--- config.mk ---
export PLATFORM = sky130hd
export DESIGN_NAME = dbus_arbiter
export DESIGN_NICKNAME = d
export VERILOG_FILES = /design/src/rtl/dbus_arbiter.sv
export SDC_FILE = /design/constraint.sdc
export NUM_CORES = 1
export LEC_CHECK = 0
export CORE_AREA = 2 2 123 125
export CTS_BUF_LIST = sky130_fd_sc_hd__clkbuf_8
export DETAILED_ROUTE_END_ITERATION = 6
export DIE_AREA = 0 0 125 127
export GPL_ROUTABILITY_DRIVEN = 0
export HOLD_SLACK_MARGIN = 0.08
export PLACE_DENSITY = 0.57
export REMOVE_ABC_BUFFERS = 1
export SETUP_SLACK_MARGIN = 0.5
export SYNTH_ARGS = -nofsm -noshare
export SYNTH_HDL_FRONTEND = slang
export SYNTH_SLANG_ARGS = --single-unit
--- constraint.sdc ---
create_clock -name clk -period 1.9 [get_ports clk]
set_input_delay 0.38 -clock clk [delete_from_list [all_inputs] [get_ports clk]]
set_output_delay 0.38 -clock clk [all_outputs]
set_load 0.1 [all_outputs]
--- src/rtl/dbus_arbiter.sv ---
// Two-master round-robin arbiter for the shared synchronous-read data memory.
// A master may lock ownership for up to MAX_HOLD consecutive grants while the other waits.
module dbus_arbiter #(
    parameter int ADDR_W   = 32,
    parameter int DATA_W   = 32,
    parameter int MAX_HOLD = 4
) (
    input  logic                clk,
    input  logic                rst,
    input  logic                m0_req,
    input  logic                m0_lock,
    input  logic                m0_we,
    input  logic [DATA_W/8-1:0] m0_be,
    input  logic [ADDR_W-1:0]   m0_addr,
    input  logic [DATA_W-1:0]   m0_wdata,
    output logic                m0_gnt,
    output logic                m0_rvalid,
    output logic [DATA_W-1:0]   m0_rdata,
    input  logic                m1_req,
    input  logic                m1_lock,
    input  logic                m1_we,
    input  logic [DATA_W/8-1:0] m1_be,
    input  logic [ADDR_W-1:0]   m1_addr,
    input  logic [DATA_W-1:0]   m1_wdata,
    output logic                m1_gnt,
    output logic                m1_rvalid,
    output logic [DATA_W-1:0]   m1_rdata,
    output logic                mem_en,
    output logic [DATA_W/8-1:0] mem_we,
    output logic [ADDR_W-1:0]   mem_addr,
    output logic [DATA_W-1:0]   mem_wdata,
    input  logic [DATA_W-1:0]   mem_rdata
);

    localparam int BE_W  = DATA_W / 8;
    localparam int CNT_W = (MAX_HOLD < 1) ? 1 : $clog2(MAX_HOLD + 1);

    generate
        if (MAX_HOLD < 1) begin : g_bad_cfg
            $error("dbus_arbiter: MAX_HOLD must be at least 1");
        end
    endgenerate

    typedef enum logic [1:0] {IDLE, LOCK0, LOCK1} state_t;

    state_t             state_q, state_d;
    logic               last_q, last_d;
    logic [CNT_W-1:0]   hold_cnt_q, hold_cnt_d;
    logic               rvalid_q, rvalid_d;
    logic               rsel_q, rsel_d;

    logic               g_any, g_sel;
    logic               idle_win, win_lock;
    logic               own, own_req, own_lock, oth_req, oth_lock, hold_ok;
    logic               sel_we;
    logic [BE_W-1:0]    sel_be;

    always_comb begin
        g_any      = 1'b0;
        g_sel      = 1'b0;
        state_d    = state_q;
        last_d     = last_q;
        hold_cnt_d = hold_cnt_q;
        idle_win   = (m0_req && m1_req) ? ~last_q : m1_req;
        win_lock   = idle_win ? m1_lock : m0_lock;
        own        = (state_q == LOCK1);
        own_req    = own ? m1_req  : m0_req;
        own_lock   = own ? m1_lock : m0_lock;
        oth_req    = own ? m0_req  : m1_req;
        oth_lock   = own ? m0_lock : m1_lock;
        hold_ok    = (hold_cnt_q < CNT_W'(MAX_HOLD));

        // A released lock falls back to plain round-robin, which may re-lock the winner.
        if (state_q == IDLE || !own_lock) begin
            state_d    = IDLE;
            hold_cnt_d = '0;
            if (m0_req || m1_req) begin
                g_any  = 1'b1;
                g_sel  = idle_win;
                last_d = idle_win;
                if (win_lock) begin
                    state_d    = idle_win ? LOCK1 : LOCK0;
                    hold_cnt_d = CNT_W'(1);
                end
            end
        end else if (own_req && (!oth_req || hold_ok)) begin
            g_any  = 1'b1;
            g_sel  = own;
            last_d = own;
            if (oth_req && hold_ok) begin
                hold_cnt_d = hold_cnt_q + CNT_W'(1);
            end
        end else if (oth_req) begin
            g_any      = 1'b1;
            g_sel      = ~own;
            last_d     = ~own;
            hold_cnt_d = '0;
            state_d    = !oth_lock ? IDLE : (own ? LOCK0 : LOCK1);
        end

        if (rst) begin
            g_any = 1'b0;
        end
    end

    assign sel_we    = g_sel ? m1_we : m0_we;
    assign sel_be    = g_sel ? m1_be : m0_be;
    assign mem_addr  = g_sel ? m1_addr : m0_addr;
    assign mem_wdata = g_sel ? m1_wdata : m0_wdata;
    assign mem_en    = g_any;
    assign mem_we    = (g_any && sel_we) ? sel_be : '0;
    assign m0_gnt    = g_any & ~g_sel;
    assign m1_gnt    = g_any & g_sel;

    assign rvalid_d  = g_any & ~sel_we;
    assign rsel_d    = g_sel;

    // Read return stage: data arrives from memory one cycle after the grant.
    assign m0_rvalid = rvalid_q & ~rsel_q & ~rst;
    assign m1_rvalid = rvalid_q & rsel_q & ~rst;
    assign m0_rdata  = mem_rdata;
    assign m1_rdata  = mem_rdata;

    always_ff @(posedge clk) begin
        if (rst) begin
            state_q    <= IDLE;
            last_q     <= 1'b1;
            hold_cnt_q <= '0;
            rvalid_q   <= 1'b0;
            rsel_q     <= 1'b0;
        end else begin
            state_q    <= state_d;
            last_q     <= last_d;
            hold_cnt_q <= hold_cnt_d;
            rvalid_q   <= rvalid_d;
            rsel_q     <= rsel_d;
        end
    end

endmodule

==> results.txt, run 1 <==
The library cells used most frequently in the layout, excluding fill and tap cells, are sky130_fd_sc_hd__clkdlybuf4s50_1 (138), sky130_fd_sc_hd__buf_12 (78), sky130_fd_sc_hd__mux2_4 (56). In this run the vertical extent of the chip is 127 um. For this run, the leading register cell type out of synthesis is sky130_fd_sc_hd__dfxtp_1. Counting flops and latches in the post-synthesis netlist gives 8. The initial cell density of the core came out at 13.1%. The placement-stage cell area is about 0.0047 mm2. The critical path goes through nor2b_4 -> o211ai_4 -> a22oi_4 -> buf_6 -> buf_12 -> mux2_2 -> buf_12.

The leftover overflow at the end of global routing came out at 0. The busiest metal layer after global routing is met2. The total number of vias is about 2400. The power after layout is about 3.5 mW.

The flow ran to the end, but the final reports show violations. The worst setup path is launched from a flop. The headroom to the max-slew limit came out at around four fifths.

The final setup skew came out at ~0.00049 ns. The number of core rows is 44. The worst hold margin is roughly 0.5 ns. For this block, the routed nets add up to between 10000 and 15000 um of wire.

Counting the buffers created by CTS gives 3. The path class of the tightest hold or removal check is flop to flop. The final-report max-slew violation count came out at 0. The total of endpoints with negative setup slack in the final report came out at between 70 and 80. The worst setup path is captured at an output pin.

The remaining design rule violation count is 0. The proportion of layout cells with a drive suffix above 1 came out at between 50% and 60%. The endpoint arrival time on the critical path is roughly 2.1 ns.

The maximum count of clock buffers along a single path is 2. The average vias per placed instance came out at approximately 4.0. The number of global-route vias before repair came out at roughly 2600. In the post-route analysis, the smallest setup slack over all paths is -0.550 ns. The average cell area after synthesis came out at 8.94 um2.

The hold violation total from the final report was 0. The first global-routing pass estimated between 15000 and 20000 um of wire. The core area is 0.0144 mm2. The count of nets after finishing is 590. Global routing consumed, on the met1 layer, between 20% and 30% of the routing resources.

The utilization after layout is 37.9%. Across the VDD grid, the largest voltage drop is around 0.24 mV. For this block, the initial DRC count from the detailed router was 73. The area growth from synthesis to layout is 189%. The path type of the worst setup path is flop to output pin. Setup total negative slack on the finished layout was measured at -35.30 ns. The number of warnings issued by yosys is 0. The power per cell area is between 600 and 700 mW/mm2.

The distinct cell type count of the synthesized netlist is 37. In the global route stage, met3 resource usage came out at between 10% and 20%. Entering global routing, the biggest net connects 24 pins. The delay of the slowest cell on the worst path came out at around 0.4 ns. The I/O pin count came out at around 310. The floorplan step defined a die boundary enclosing 0.0159 mm2. The iteration count of the initial detailed-routing pass came out at 4. The gate count after technology mapping came out at 211. For this design, the sink count on the clock tree is 8. TritonCTS built the clock tree. The initial antenna violation count was 0. The later pin in the worst-skew pair is clocked with a latency of between 0.2 and 0.25 ns. The routed wirelength normalized by instance count is roughly 25 um. The die boundary width came out at roughly 130 um. The final clock period utilization by the worst path came out at 129%. The number of fill cells in the layout came out at between 1000 and 1500.

The global-route met2 utilization is between 20% and 30%. The highest net fanout along the worst path is 23. The area of the mapped netlist is around 0.0019 mm2. Derived from the worst setup path, the maximum achievable clock frequency is slightly above 0.4 GHz.

Counting stages on the worst path, the most repeated cell is sky130_fd_sc_hd__buf_12. The worst-path cell with the longest stage delay is sky130_fd_sc_hd__mux2_2. CTS built an H-tree with a depth of 1. For the pin with the worst max-slew slack, the measured transition is 0.309 ns. The hold-fix buffer count after cts is 0. Once detailed placement completed, the half-perimeter wirelength came to between 10000 and 15000 um. Max-cap violations in this run came to 0. The final reports fail on setup timing. The number of buffer cells added on primary ports is between 200 and 250.

The library cell used most frequently in the layout, excluding fill and tap cells, is sky130_fd_sc_hd__clkdlybuf4s50_1. The share of flip-flops with an asynchronous set or reset after synthesis is 0%. The reported leakage power is approximately 2.3 nW. The number of antenna diodes in the final layout is 0. The worst endpoint required time came out at ~1.5 ns.

The total track usage came out at around 17%. Setup repair after global routing could not meet its margin everywhere. The count of flip-flops with a built-in enable after synthesis is 0. The post-CTS clock slew at the launch and capture registers of the worst setup and hold paths came out at ~0.040 ns.

The fraction of the yosys area taken by sequential cells is roughly 8.5%. The minimum clock period came out at approximately 2.4 ns. The residual antenna-violating net count after detailed routing came out at 0. The cell area after layout is ~0.0055 mm2. The root buffer cell chosen for the clock tree is sky130_fd_sc_hd__clkbuf_8.
==> worst max-delay path, delay by kind of cell (launching register included) <==
kind	cells	cell delay, ns
buf+inv	3	0.53
simple gates	1	0.20
mux	1	0.39
compound gates	2	0.33
flops	1	0.36
==> final cells by class <==
| class | instances | area (um2) | share of cell area (%) |
|---|---|---|---|
| Multi-Input combinational cell | 124 | 1480 | 27.1 |
| Sequential cell | 8 | 171 | 3.14 |
| Tap cell | 184 | 230 | 4.22 |
| Timing Repair Buffer | 273 | 3530 | 64.6 |
| Inverter | 3 | 13.8 | 0.252 |
| Clock buffer | 3 | 41.3 | 0.756 |
==> Yosys cell counts (2+ instances only) <==
cell type | n | area, um2
sky130_fd_sc_hd__buf_6 | 3 | 33.8
sky130_fd_sc_hd__buf_4 | 70 | 526
sky130_fd_sc_hd__mux2_1 | 7 | 78.8
sky130_fd_sc_hd__nor2b_1 | 4 | 25.0
sky130_fd_sc_hd__nand2_1 | 5 | 18.8
sky130_fd_sc_hd__clkbuf_1 | 2 | 7.51
sky130_fd_sc_hd__a211o_1 | 2 | 17.5
sky130_fd_sc_hd__mux2i_1 | 4 | 40.0
sky130_fd_sc_hd__inv_1 | 3 | 11.3
sky130_fd_sc_hd__a21oi_1 | 5 | 25.0
sky130_fd_sc_hd__nand3_1 | 4 | 20.0
sky130_fd_sc_hd__mux2_2 | 57 | 642
sky130_fd_sc_hd__nor3b_1 | 2 | 15.0
sky130_fd_sc_hd__a211oi_1 | 2 | 15.0
sky130_fd_sc_hd__nand3b_1 | 6 | 45.0
sky130_fd_sc_hd__nor2_1 | 7 | 26.3
sky130_fd_sc_hd__dfxtp_1 | 8 | 160
==> metal layers <==
metal | wire length [um] | share of wire (%)
met5 | 51 | 0.35
met4 | 26 | 0.18
met3 | 2340 | 16
met2 | 6050 | 41
met1 | 6180 | 42
==> kinds of logic (layout without fill, tap and decap cells) <==
logic type / after synthesis / in the layout / synth area share (%)
adders and majority gates: 1 / 1 / 0.663
DFF: 8 / 8 / 8.49
and+or+nand+nor: 34 / 34 / 10.5
xor gates and xnor gates: 1 / 1 / 0.464
muxes: 68 / 68 / 40.3
buffers and inverters: 79 / 279 / 30.9
AOI/OAI and AO/OA: 20 / 20 / 8.62
==> sequential cells by signal (all words and copies together), names as in the netlist <==
signal	cells
last_q	1
state_q	2
hold_cnt_q	3
rvalid_q	1
rsel_q	1
==> where the power goes <==
group,switching (mW),internal [mW],total [mW]
Combinational,1.78,1.37,3.15
Sequential,0.00950,0.176,0.186
Clock,0.0726,0.138,0.210
Total,1.86,1.68,3.54
==> path summary, 6_finish.rpt <==
check	from	cells past startpoint	to	slack (ns)
setup / recovery	state_q[1]	7	mem_addr[15]	-0.55
hold / removal	hold_cnt_q[1]	2	hold_cnt_q[1]	0.50
setup reg to reg	state_q[1]	11	hold_cnt_q[0]	-0.25
hold reg to reg	hold_cnt_q[1]	2	hold_cnt_q[1]	0.50
==> stage by stage <==
stage | cells | worst slack, ns
2_1_floorplan | 135 | -2.20
5_1_grt | 595 | -0.613
6_report | 595 | -0.550
3_3_place_gp | 561 | -0.833
3_5_place_dp | 561 | -0.861
4_1_cts | 585 | -0.574
==> timing repair <==
action | CTS | global route
setup endpoints to repair | 81 | 81
gates resized for setup | 103 | 34
pin swaps | 13 | 5
gates cloned | 2 | 3
buffers inserted | 19 | 7
No activity file was read; power rests on OpenSTA's default activity.
==> inputs of run 2 (changes only) <==
--- a/config.mk
+++ b/config.mk
@@ -7,10 +7,11 @@
 export LEC_CHECK = 0
 export CORE_AREA = 2 2 123 125
 export CTS_BUF_LIST = sky130_fd_sc_hd__clkbuf_8
+export CTS_CLUSTER_SIZE = 16
 export DETAILED_ROUTE_END_ITERATION = 6
 export DIE_AREA = 0 0 125 127
 export GPL_ROUTABILITY_DRIVEN = 0
-export HOLD_SLACK_MARGIN = 0.08
+export GPL_TIMING_DRIVEN = 0
 export PLACE_DENSITY = 0.57
 export REMOVE_ABC_BUFFERS = 1
 export SETUP_SLACK_MARGIN = 0.5
==> run 2 against run 1 <==
Against the previous run:
- the run still ends with setup timing left
- clock skew up 0.0077 ns
- clock power about the same
- die area did not move
- hold slack worse by 0.15 ns
- maximum frequency about the same
- register-to-register slack improved by 0.51 ns
- combinational power is 2% lower
- routed wire length down 4.2%
- non-clock buffer count down 24
- critical path type unchanged
==> results.txt, run 2 (synthesized netlist as in run 1, its figures left out) <==
The total wirelength of the detailed-routed design came to 14000 um (was 14600 um). The number of design-rule violations left by the first detailed-router iteration is 29 (was 73). The startpoint of the most critical register-to-register path is state_q[1] (unchanged).

The minimum clock period came to 2.45 ns (about the same). The half-perimeter wire length of the detailed placement result is 11800 um (was 12300 um). The number of fill cells in the layout is 1451 (was 1402). The largest net degree at the start of global routing is 27 (was 24). The remaining design rule violation count came to 0 (unchanged). The cell area after layout came out at 0.00523 mm2 (was 0.00546 mm2). The power after layout came out at 3.48 mW (was 3.54 mW). Status: finished, violations left (unchanged). The hold-critical path depth came to 2 (unchanged). The number of global-route vias before repair is 2438 (was 2637). The endpoint arrival time on the critical path was 2.07 ns (about the same). The summed negative setup slack over all endpoints is -34.71 ns (was -35.30 ns). The endpoint kind of the worst setup timing path is an output pin (unchanged).

The flip-flop count of the largest register after layout came out at 3 (unchanged). The placement-stage cell area is 0.00375 mm2 (was 0.00466 mm2). The hold violation total from the final report is 0 (unchanged). The non-filler instance count after layout is 571 (was 595). The die boundary width came out at 125 um (unchanged). The final clock period utilization by the worst path is 129% (about the same). The headroom to the max-slew limit came out at 74.5% (was 79.3%). The root buffer cell was sky130_fd_sc_hd__clkbuf_8 (unchanged). The largest register by flop count is hold_cnt_q (unchanged). The total number of vias came to 2290 (was 2395).

The proportion of layout cells with a drive suffix above 1 came out at 53.0% (was 55.5%). The number of levels the H-tree was split into is 1 (unchanged). The final-report max-slew violation count is 0 (unchanged). The hold-fix buffer count after cts is 0 (unchanged).

The utilization after layout is 36.2% (was 37.9%). The number of antenna repair diodes is 0 (unchanged). The path type of the worst setup path is flop to output pin (unchanged).

Setup repair after global routing missed its margin: true (unchanged). The post-CTS clock slew at the launch and capture registers of the worst setup and hold paths is 0.05 ns (was 0.04 ns). The I/O pin count is 313 (unchanged).

The worst min-delay path class was input pin to flop (was flop to flop). The total of endpoints with negative setup slack in the final report came out at 70 (was 74). The reg-to-reg setup timing slack came out at 0.26 ns (was -0.25 ns). The count of nets after finishing is 566 (was 590). The power per cell area is 666 mW/mm2 (was 649 mW/mm2).

The routed wirelength normalized by instance count came to 24.6 um (about the same). The number of buffers added by the clock tree synthesis step came out at 3 (unchanged). The initial antenna violation count is 0 (unchanged). The depth of the most critical reg-to-reg path is 7 (was 11).

The iteration count of the initial detailed-routing pass came out at 4 (unchanged). The number of core rows is 44 (unchanged). The final setup skew came to 0.00819 ns (was 0.000488 ns). The wire length of the first global-routing pass is 17700 um (was 19600 um). The clock latency of the later-clocked register in the worst-skew pair came out at 0.23 ns (about the same). The TritonCTS clock tree is built (unchanged). The TritonCTS sink count is 8 (unchanged).

Violations in the final reports: setup timing (unchanged). The startpoint of the most critical hold path is rst (was hold_cnt_q[1]). The worst endpoint required time was 1.52 ns (about the same). The worst flop-to-flop path endpoint was hold_cnt_q[0] (unchanged). The initial cell density of the core came to 13.1% (unchanged). The leftover overflow at the end of global routing was 0 (unchanged). The transition time of the tightest slew-check pin came to 0.380 ns (was 0.309 ns). The type of origin of the critical path is a flop (unchanged). The highest net fanout along the worst path came out at 5 (was 23). Largest regs: hold_cnt_q x3, state_q x2 (unchanged). The number of buffer cells added on primary ports came out at 216 (unchanged). The worst setup slack after layout is -0.550 ns (about the same). The leading cell type in the layout, fill and taps excluded is sky130_fd_sc_hd__clkdlybuf4s50_1 (unchanged).

The core area is 0.0144 mm2 (unchanged). The achievable frequency is 0.408 GHz (about the same). The residual antenna-violating net count after detailed routing came out at 0 (unchanged). The average vias per placed instance was 4.01 (was 4.03). The worst-case hold path end point is hold_cnt_q[2] (was hold_cnt_q[1]). The full die area came out at 0.0159 mm2 (unchanged).

The y dimension of the die is 127 um (unchanged). The maximum count of clock buffers along a single path is 2 (unchanged). The number of cells after detailed placement came to 537 (was 561).

The total track usage is 15.6% (was 17.1%). The area growth from synthesis to layout was 177% (was 189%). The count of max-cap constraint violations came out at 0 (unchanged). The peak supply drop came out at 0.253 mV (was 0.239 mV).

Top library cells by usage in the layout, fill and taps aside: sky130_fd_sc_hd__clkdlybuf4s50_1 (138), sky130_fd_sc_hd__buf_12 (64), sky130_fd_sc_hd__mux2_4 (53) (was sky130_fd_sc_hd__clkdlybuf4s50_1 (138), sky130_fd_sc_hd__buf_12 (78), sky130_fd_sc_hd__mux2_4 (56)). The reported leakage power is 2.21 nW (was 2.35 nW).
==> run 2: cell types whose count changed in the layout (fill, tap and decap cells not counted), sizes merged <==
cell,before,now
inv,3,2
clkinv,0,1
buf,131,104
dlygate4sd2,1,0
clkbuf,5,9
==> run 2: worst max-delay path by stage <==
stage | end | from | depth (start not counted) | slack, ns
floorplan | mem_we[0] | state_q[0] | 5 | -2.20
finish | mem_wdata[14] | state_q[1] | 8 | -0.55
global route | mem_we[3] | state_q[1] | 8 | -0.62
detailed placement | mem_we[3] | m1_req | 8 | -2.30
global placement | mem_wdata[1] | m1_req | 6 | -3.21
CTS | mem_wdata[14] | state_q[1] | 8 | -0.69
==> run 2: final cells by class <==
cell class              count  area [um2]  area share [%]
repair buffers            249        3300            63.1
well taps                 184         230            4.40
clock buffers               3        41.3           0.790
multi-input cells         124        1460            28.0
inverters                   3        23.8           0.455
flip-flops and latches      8         170            3.26
==> run 2: repair_timing <==
action	CTS	global route
buffers inserted	11	12
cloned	2	6
endpoints found under the setup margin	81	80
resized for setup	624	154
pin swaps	4	9
==> run 2: critical path, cell delays in order, from the launching register on <==
cell and delay, ns:
sky130_fd_sc_hd__dfxtp_4 0.36, sky130_fd_sc_hd__nor2b_4 0.18, sky130_fd_sc_hd__o211ai_2 0.12, sky130_fd_sc_hd__a22oi_4 0.23, sky130_fd_sc_hd__buf_6 0.16, sky130_fd_sc_hd__buf_16 0.13
sky130_fd_sc_hd__clkbuf_16 0.15, sky130_fd_sc_hd__mux2_4 0.33, sky130_fd_sc_hd__buf_12 0.17
==> run 2: report_power, final <==
| part | leakage [nW] | total (mW) | internal, mW | switching, mW |
|---|---|---|---|---|
| sequential | 0.0680 | 0.189 | 0.178 | 0.0103 |
| clock | 0.0216 | 0.207 | 0.138 | 0.0693 |
| combinational | 2.12 | 3.08 | 1.32 | 1.76 |
==> run 2: routing by layer <==
layer / GRT usage [%] / wire length, um / vias up
met3: 13.8 / 2700 / 6
met2: 21.3 / 5810 / 224
met5: 3.10 / 51 / -
li1: - / - / 1030
met4: 0.392 / 35 / 2
met1: 18.9 / 5430 / 1028
==> run 2: metrics by stage <==
stage	hold slack [ns]	worst slack (ns)
global placement	0.482	-3.21
global route	0.357	-0.616
finish	0.355	-0.550
CTS	0.383	-0.689
detailed placement	0.500	-2.30
floorplan	0.452	-2.20
